$ cat src/rtl/la_varb2_pkg.sv
// la_varb2_pkg: shared state and source encodings for the la_varb2 arbiter.
package la_varb2_pkg;

  // Packet-lock FSM states (only used when LA_VARB2_LOCK_EN is defined)
  typedef enum logic [1:0] {
    ST_IDLE  = 2'd0,
    ST_LOCK0 = 2'd1,
    ST_LOCK1 = 2'd2
  } state_t;

  // One-hot source / grant encodings
  localparam logic [1:0] SRC_IN0 = 2'b01;
  localparam logic [1:0] SRC_IN1 = 2'b10;

endpackage

$ cat src/rtl/la_varb2_mux.sv
// la_varb2_mux: two-input one-hot vector mux, out = sel0?in0 : sel1?in1 : 0.
// PROP names the cell flavour; "DEFAULT" uses a plain vector AND-OR,
// anything else uses a per-bit gate form that a library mapping can bind to.
module la_varb2_mux #(
  parameter int N    = 1,
  parameter     PROP = "DEFAULT"
) (
  input  logic [N-1:0] in0,
  input  logic [N-1:0] in1,
  input  logic         sel0,
  input  logic         sel1,
  output logic [N-1:0] out
);

  if (PROP == "DEFAULT") begin : g_generic
    assign out = ({N{sel0}} & in0) | ({N{sel1}} & in1);
  end else begin : g_bitwise
    for (genvar b = 0; b < N; b++) begin : g_bit
      assign out[b] = (sel0 & in0[b]) | (sel1 & in1[b]);
    end
  end

endmodule

$ cat src/rtl/la_varb2.sv
// la_varb2: two-requester round-robin arbiter with a one-entry registered
// output stage. Define LA_VARB2_LOCK_EN to hold the grant for a whole packet
// (until a beat with last=1); otherwise every beat is treated as last.
module la_varb2
  import la_varb2_pkg::*;
#(
  parameter int N    = 1,
  parameter     PROP = "DEFAULT"
) (
  input  logic         clk,
  input  logic         rst,
  input  logic         in0_valid,
  input  logic [N-1:0] in0_data,
  input  logic         in0_last,
  output logic         in0_ready,
  input  logic         in1_valid,
  input  logic [N-1:0] in1_data,
  input  logic         in1_last,
  output logic         in1_ready,
  output logic         sel0,
  output logic         sel1,
  output logic         out_valid,
  output logic [N-1:0] out_data,
  output logic [1:0]   out_src,
  input  logic         out_ready
);

  logic         r_out_valid;
  logic [N-1:0] r_out_data;
  logic [1:0]   r_out_src;
  logic         r_ptr;        // 1 = in1 favoured on a tie

  logic [1:0]   w_valid;
  logic [1:0]   w_grant_arb;
  logic [1:0]   w_grant;
  logic         w_space;
  logic         w_xfer;
  logic [N-1:0] w_mux;

  assign w_valid = {in1_valid, in0_valid};
  assign w_space = ~r_out_valid | out_ready;

  // Round-robin choice among the currently valid requesters
  always_comb begin
    w_grant_arb = '0;
    if (&w_valid) w_grant_arb = r_ptr ? SRC_IN1 : SRC_IN0;
    else          w_grant_arb = w_valid;
  end

`ifdef LA_VARB2_LOCK_EN
  state_t r_state;
  logic   w_last;

  // Locked owner overrides the arbiter, even when it has no beat this cycle
  always_comb begin
    w_grant = '0;
    if (!rst) begin
      unique case (r_state)
        ST_LOCK0: w_grant = SRC_IN0;
        ST_LOCK1: w_grant = SRC_IN1;
        default:  w_grant = w_grant_arb;
      endcase
    end
  end

  assign w_last = (w_grant[0] & in0_last) | (w_grant[1] & in1_last);

  // Packet-lock FSM; pointer rotates only when a packet completes
  always_ff @(posedge clk) begin
    if (rst) begin
      r_state <= ST_IDLE;
      r_ptr   <= 1'b0;
    end else if (w_xfer) begin
      if (w_last) begin
        r_state <= ST_IDLE;
        r_ptr   <= w_grant[0];
      end else begin
        r_state <= w_grant[0] ? ST_LOCK0 : ST_LOCK1;
      end
    end
  end
`else
  logic w_unused_last;
  assign w_unused_last = in0_last ^ in1_last;

  // Plain arbitration, grant suppressed during reset
  always_comb begin
    w_grant = '0;
    if (!rst) w_grant = w_grant_arb;
  end

  // Last winner drops to lowest priority after every transfer
  always_ff @(posedge clk) begin
    if (rst)         r_ptr <= 1'b0;
    else if (w_xfer) r_ptr <= w_grant[0];
  end
`endif

  assign w_xfer    = (|(w_grant & w_valid)) & w_space;
  assign sel0      = w_grant[0];
  assign sel1      = w_grant[1];
  assign in0_ready = w_grant[0] & w_space;
  assign in1_ready = w_grant[1] & w_space;

  la_varb2_mux #(
    .N    (N),
    .PROP (PROP)
  ) u_mux (
    .in0  (in0_data),
    .in1  (in1_data),
    .sel0 (w_grant[0]),
    .sel1 (w_grant[1]),
    .out  (w_mux)
  );

  // One-entry output register: fill on transfer, empty when drained
  always_ff @(posedge clk) begin
    if (rst) begin
      r_out_valid <= 1'b0;
      r_out_data  <= '0;
      r_out_src   <= '0;
    end else if (w_xfer) begin
      r_out_valid <= 1'b1;
      r_out_data  <= w_mux;
      r_out_src   <= w_grant;
    end else if (out_ready) begin
      r_out_valid <= 1'b0;
    end
  end

  assign out_valid = r_out_valid;
  assign out_data  = r_out_data;
  assign out_src   = r_out_src;

endmodule

$ cat config.mk
export PLATFORM = sky130hd
export DESIGN_NAME = la_varb2
export DESIGN_NICKNAME = d
export VERILOG_FILES = /design/src/rtl/la_varb2_pkg.sv /design/src/rtl/la_varb2_mux.sv /design/src/rtl/la_varb2.sv
export SDC_FILE = /design/constraint.sdc
export NUM_CORES = 1
export LEC_CHECK = 0
export BUFFER_PORTS_ARGS = -buffer_cell sky130_fd_sc_hd__buf_2
export CORE_AREA = 3 3 40 42
export CTS_CLUSTER_DIAMETER = 200
export DETAILED_ROUTE_END_ITERATION = 7
export DIE_AREA = 0 0 43 45
export PLACE_DENSITY = 0.44
export SETUP_SLACK_MARGIN = 0.2
export SYNTH_ARGS = -nofsm -noshare
export SYNTH_HDL_FRONTEND = slang
export SYNTH_SLANG_ARGS = --single-unit
$ cat constraint.sdc
create_clock -name clk -period 1.82 [get_ports clk]
set_input_delay 0.364 -clock clk [delete_from_list [all_inputs] [get_ports clk]]
set_output_delay 0.364 -clock clk [all_outputs]
set_load 0.02 [all_outputs]
# Word level (Yosys, flattened, before mapping)
# Cells that the tools add are included.
# classes
reduce_logical	3
bitwise	9
n_mux	5
# op_table
op	count
$mux 2	3
$and 1x1->1	5
$and 2x2->2	1
$mux 1	2
$or 1x1->1	2
$reduce_and 2->1	1
$reduce_bool 2->1	1
$reduce_or 2->1	1
$not 1->1	1
# word_totals
out_inout_bits	8
in_bits	9
regBits	5
word_cells	21

# Depth between registers and ports, before layout
# logic_depth
depth_word	7
mapped_depth	3
mapped_depth_nobuf	3

# Cells and area by module
# A second synthesis with hierarchy kept.
# unflattened
hier_cells	25
area_unflattened_um2	234.0
# modules_own_cells
mod	instances	cells_each	area_per_inst_um2	seq_area_each_um2
la_varb2	1	24	225.2	80.1
la_varb2_mux	1	1	8.8	0.0

# Worst setup path after synthesis
# OpenSTA, ideal clock, no wires.
# synth_path
kind	input port to output port
start	input port in0_valid
end	output port in0_ready
arrival_ns	1.076
path_slack_ns	0.380
t_required_ns	1.456
path_buffers	0
stages	2
path_cell_list	a21bo_2 nor3_1
# synth_between
elab_chain_cells	4
# synth_rtl
item	line	rtl
from (decl)	la_varb2.sv:12	input logic in0_valid,
$reduce_and 2->1	la_varb2.sv:46	if (&w_valid) w_grant_arb = r_ptr ? SRC_IN1 : SRC_IN0;
$mux 2 *	la_varb2.sv:46	
$mux 2 *	la_varb2.sv:89	if (!rst) w_grant = w_grant_arb;
$and 1x1->1 *	la_varb2.sv:102	assign in0_ready = w_grant[0] & w_space;
to (decl)	la_varb2.sv:15	output logic in0_ready,
# Every way passes the cells marked *; elsewhere a longest branch is shown, timed or not.

==> results by stage <==
Status:
- The flow ran to the end, and the final reports show no timing, DRC or antenna violations.

Finish:
- The layout cell share with drive strength beyond 1 is 45.2%.
- The final antenna diode count is 0.
- Across the whole layout, storage elements account for 80.1 sq um.
- The number of fill cells in the layout is approximately 150.
- The area growth from synthesis to layout is 46.2%.
- In the final design database the tool counted 53 nets.
- Summing all multi-input logic gate instances after layout gives between 100 and 150 sq um.

Global route:
- The initial antenna violation count was 0.
- The first-pass GRT wire length is ~1100 um.
- Entering global routing, the biggest net connects 9 pins.
- For this run, the total global-route usage over all layers was measured as between 8 and 9%.
- The via count of the first global-routing pass came to about 230.
- Summed over all layers, the global routing overflow is 0.

Placed design:
- The post-DP HPWL is around 470 um.
- Buffers placed on the I/O ports in this run total 14.
- Routability-driven placement finished with a final weighted congestion of around 0.67.

Timing:
- The final clock skew is 0.00285 ns.
- The worst path uses ~82% of the clock period.
- Hold timing on the final database bottoms out at a slack of a little under 0.4 ns.
- The count of endpoints failing setup in the final report is 0.
- The worst slew margin relative to its limit is roughly 80%.
- For this run, the top clock speed supported by timing is 668 MHz.
- Setup repair after global routing left no endpoint under its margin.
- The total negative setup slack is 0 ns.
- The number of hold violations in the final report is 0.
- Counting I/O delays and the setup requirement, the final critical path takes 1.50 ns.
- The max-slew violation count came to 0.
- The slew at the pin with the worst max-slew slack is 0.296 ns.

Clock network:
- Clock-pin slew was measured on the worst setup and hold paths at approximately 0.040 ns.
- The clock passes through at most 2 buffers.
- The number of H-tree branching levels is 1.
- Clock tree synthesis selected as its root buffer the cell sky130_fd_sc_hd__clkbuf_4.
- The clock sink count is 4.
- The count of cells resized by post-cts repair is 0.
- Clock tree synthesis inserted a total of 3 buffers.
- For the worst-skew pair, the clock arrives at the later sink with an insertion delay of between 0.2 and 0.25 ns.
- The number of hold buffers added after CTS is 0.
- TritonCTS built the clock tree.
- The number of setup buffers added after CTS is 0.

Setup path:
- For this run, the slowest stage of the critical path takes ~0.33 ns.
- Walking the worst path, the cells encountered are or2b_1, nand3_1, nor2_1, buf_2.
- The cell with the largest stage delay on the worst path is sky130_fd_sc_hd__dfxtp_1.
- The worst path required time is about 1.5 ns.
- Along the worst path, the maximum fanout reaches 5.
- For the worst setup path, the data arrival time is 1.13 ns.
- The worst setup path is captured at an output port.
- The class of the most critical setup path is flip-flop to output port.
- STA classifies the critical path startpoint as a flip-flop.

Pwr:
- Power spread over the standard cell area amounts to between 800 and 900 mW/mm^2.
- The total net switching power is about 0.000078 W.
- The worst-case IR drop observed on VDD is around 0.22 mV.
- The standby leakage power is about 0.16 nW.
- The share of total power dissipated in combinational logic is 23.2%.
- The share of power burned in registers is roughly 37%.
- The share of total power consumed by net switching is approximately 28%.
- The share of total power dissipated in the clock network is 39.9%.
- The design internal power is a little under 0.0002 W.

Routing:
- The via count is ~240.
- In the routed layout, each cell is associated on average with a via count of 4.12.
- The count of nets left with antenna violations once routing finished came out at 0.
- The number of DRC violations after detailed routing is 0.
- The post-detailed-routing wire length is 593 um.
- The first routing iteration left 7 violations.
- Dividing the detail-routed wire length by the instance count gives approximately 10 um.
- The total iterations of the first detailed-routing run is 4.

Die:
- The number of ports placed on the die boundary is 17.
- The number of placement rows is 13.
- Once the floorplan was initialized, standard cells occupied 16.8% of the core.
- The core outline area is approximately 0.0013 sq mm.
- The die covers 0.00194 sq mm.
- The die is 45 um tall.
- The die boundary width is approximately 43 um.

Logic synthesis:
- The area share of the leading cell type in the synthesized netlist is between 30% and 40%.
- Counting instances in the post-synthesis netlist gives the leading cell types as sky130_fd_sc_hd__dfxtp_1 (4), sky130_fd_sc_hd__nor2_1 (4), sky130_fd_sc_hd__a21oi_1 (3), sky130_fd_sc_hd__nor3_1 (2).
- The number of nets handed over by synthesis was 36.
- During synthesis, Yosys emitted a total of 0 warnings.
- Sequential cells were found to cover about 37% of the synthesized design area.
- Dividing the synthesized area by the synthesized cell count gives roughly 8.0 sq um.
- In this run, synthesis inferred 0 flip-flops with an integrated enable.
- The most common flop cell mapped by yosys is sky130_fd_sc_hd__dfxtp_1.
- The biggest area contributor in the post-synthesis netlist is sky130_fd_sc_hd__dfxtp_1.
- In this run the cell area of the synthesized design comes to between 200 and 250 sq um.
- Sorting the synthesized cells by area gives the leading types as sky130_fd_sc_hd__dfxtp_1 (37%), sky130_fd_sc_hd__a21oi_1 (6.9%), sky130_fd_sc_hd__nor2_1 (6.9%).
- The count of mapped cells out of synthesis is 27.
- The number of distinct library cells after synthesis is 18.
- The share of flip-flops with an asynchronous set or reset after synthesis is 0%.
- Synthesis inferred 4 register bits.

Hold path:
- The class of the tightest hold or removal check is primary input to flip-flop.

Flow run:
- Max-cap violations in this run came to 0.
stage by stage:
step / power (W) / setup WS (ns) / instances / util [%] / instance area (sq um)
after floorplan: 0.000144 / 0.380 / 27 / - / 216
after global placement: 0.000166 / 0.381 / 54 / 22.9 / 294
after detailed placement: 0.000166 / 0.384 / 54 / 22.9 / 294
after CTS: 0.000283 / 0.313 / 57 / 24.6 / 317
after global routing: 0.000300 / 0.204 / 57 / 24.6 / 317
final: 0.000273 / 0.324 / 57 / 24.6 / 317
path summary, 6_finish.rpt:
path                            cells past startpoint    endpoint        from  slack, ns
worst max-delay path                                4   in1_ready  out_src[0]       0.32
worst min register to register                      2  out_src[1]  out_src[1]       0.48
worst min-delay path                                2  out_src[1]         rst       0.40
worst max register to register                      3    out_data  out_src[0]       0.74
final cells by class:
class / instances / area share [%]
clock buffers: 3 / 7.11
multi-input cells: 20 / 38.3
well taps: 15 / 5.93
flip-flops and latches: 4 / 25.3
repair buffers: 14 / 22.1
inverters: 1 / 1.19
kinds of logic (layout without fill, tap and decap cells):
kind of cell	count (synthesis)	in the layout	share of synthesized area, %
AND/OR/NAND/NOR	13	13	34.7
AO/OA/AOI/OAI	7	7	21.4
flip-flops	4	4	37.0
buffers and inverters	3	18	6.93
cells in the final DEF (no fill, tap or decap), drive strengths merged, types with 2 or more instances in the layout:
cell / n
nor3: 2
a21oi: 3
clkbuf: 3
nor2: 4
dfxtp: 4
buf: 14
routing by layer:
layer	GRT usage [%]	vias up	wire, um
met5	0	-	0
met4	9.04	0	0
met3	5.98	0	94
met2	8.08	15	196
met1	10.2	96	302
li1	-	124	-
worst max-delay path: cells and delay by family, from the launching register on:
family	cells	cell delay, ns
AND/OR/NAND/NOR	3	0.41
flip-flops	1	0.33
buffers and inverters	1	0.15
power by group through the flow:
stage | Clock, W | Sequential, W | Combinational, W
2_1_floorplan | 0 | 0.000108 | 0.0000362
3_3_place_gp | 0 | 0.000102 | 0.0000639
3_5_place_dp | 0 | 0.000102 | 0.0000641
4_1_cts | 0.000118 | 0.000100 | 0.0000643
5_1_grt | 0.000128 | 0.000101 | 0.0000705
6_report | 0.000109 | 0.000101 | 0.0000634
state kept, by name (all words and copies together), names as in the netlist:
name,count
out_src,2
out_data,1
out_valid,1
Note: power is estimated with default switching activity, not from simulation.
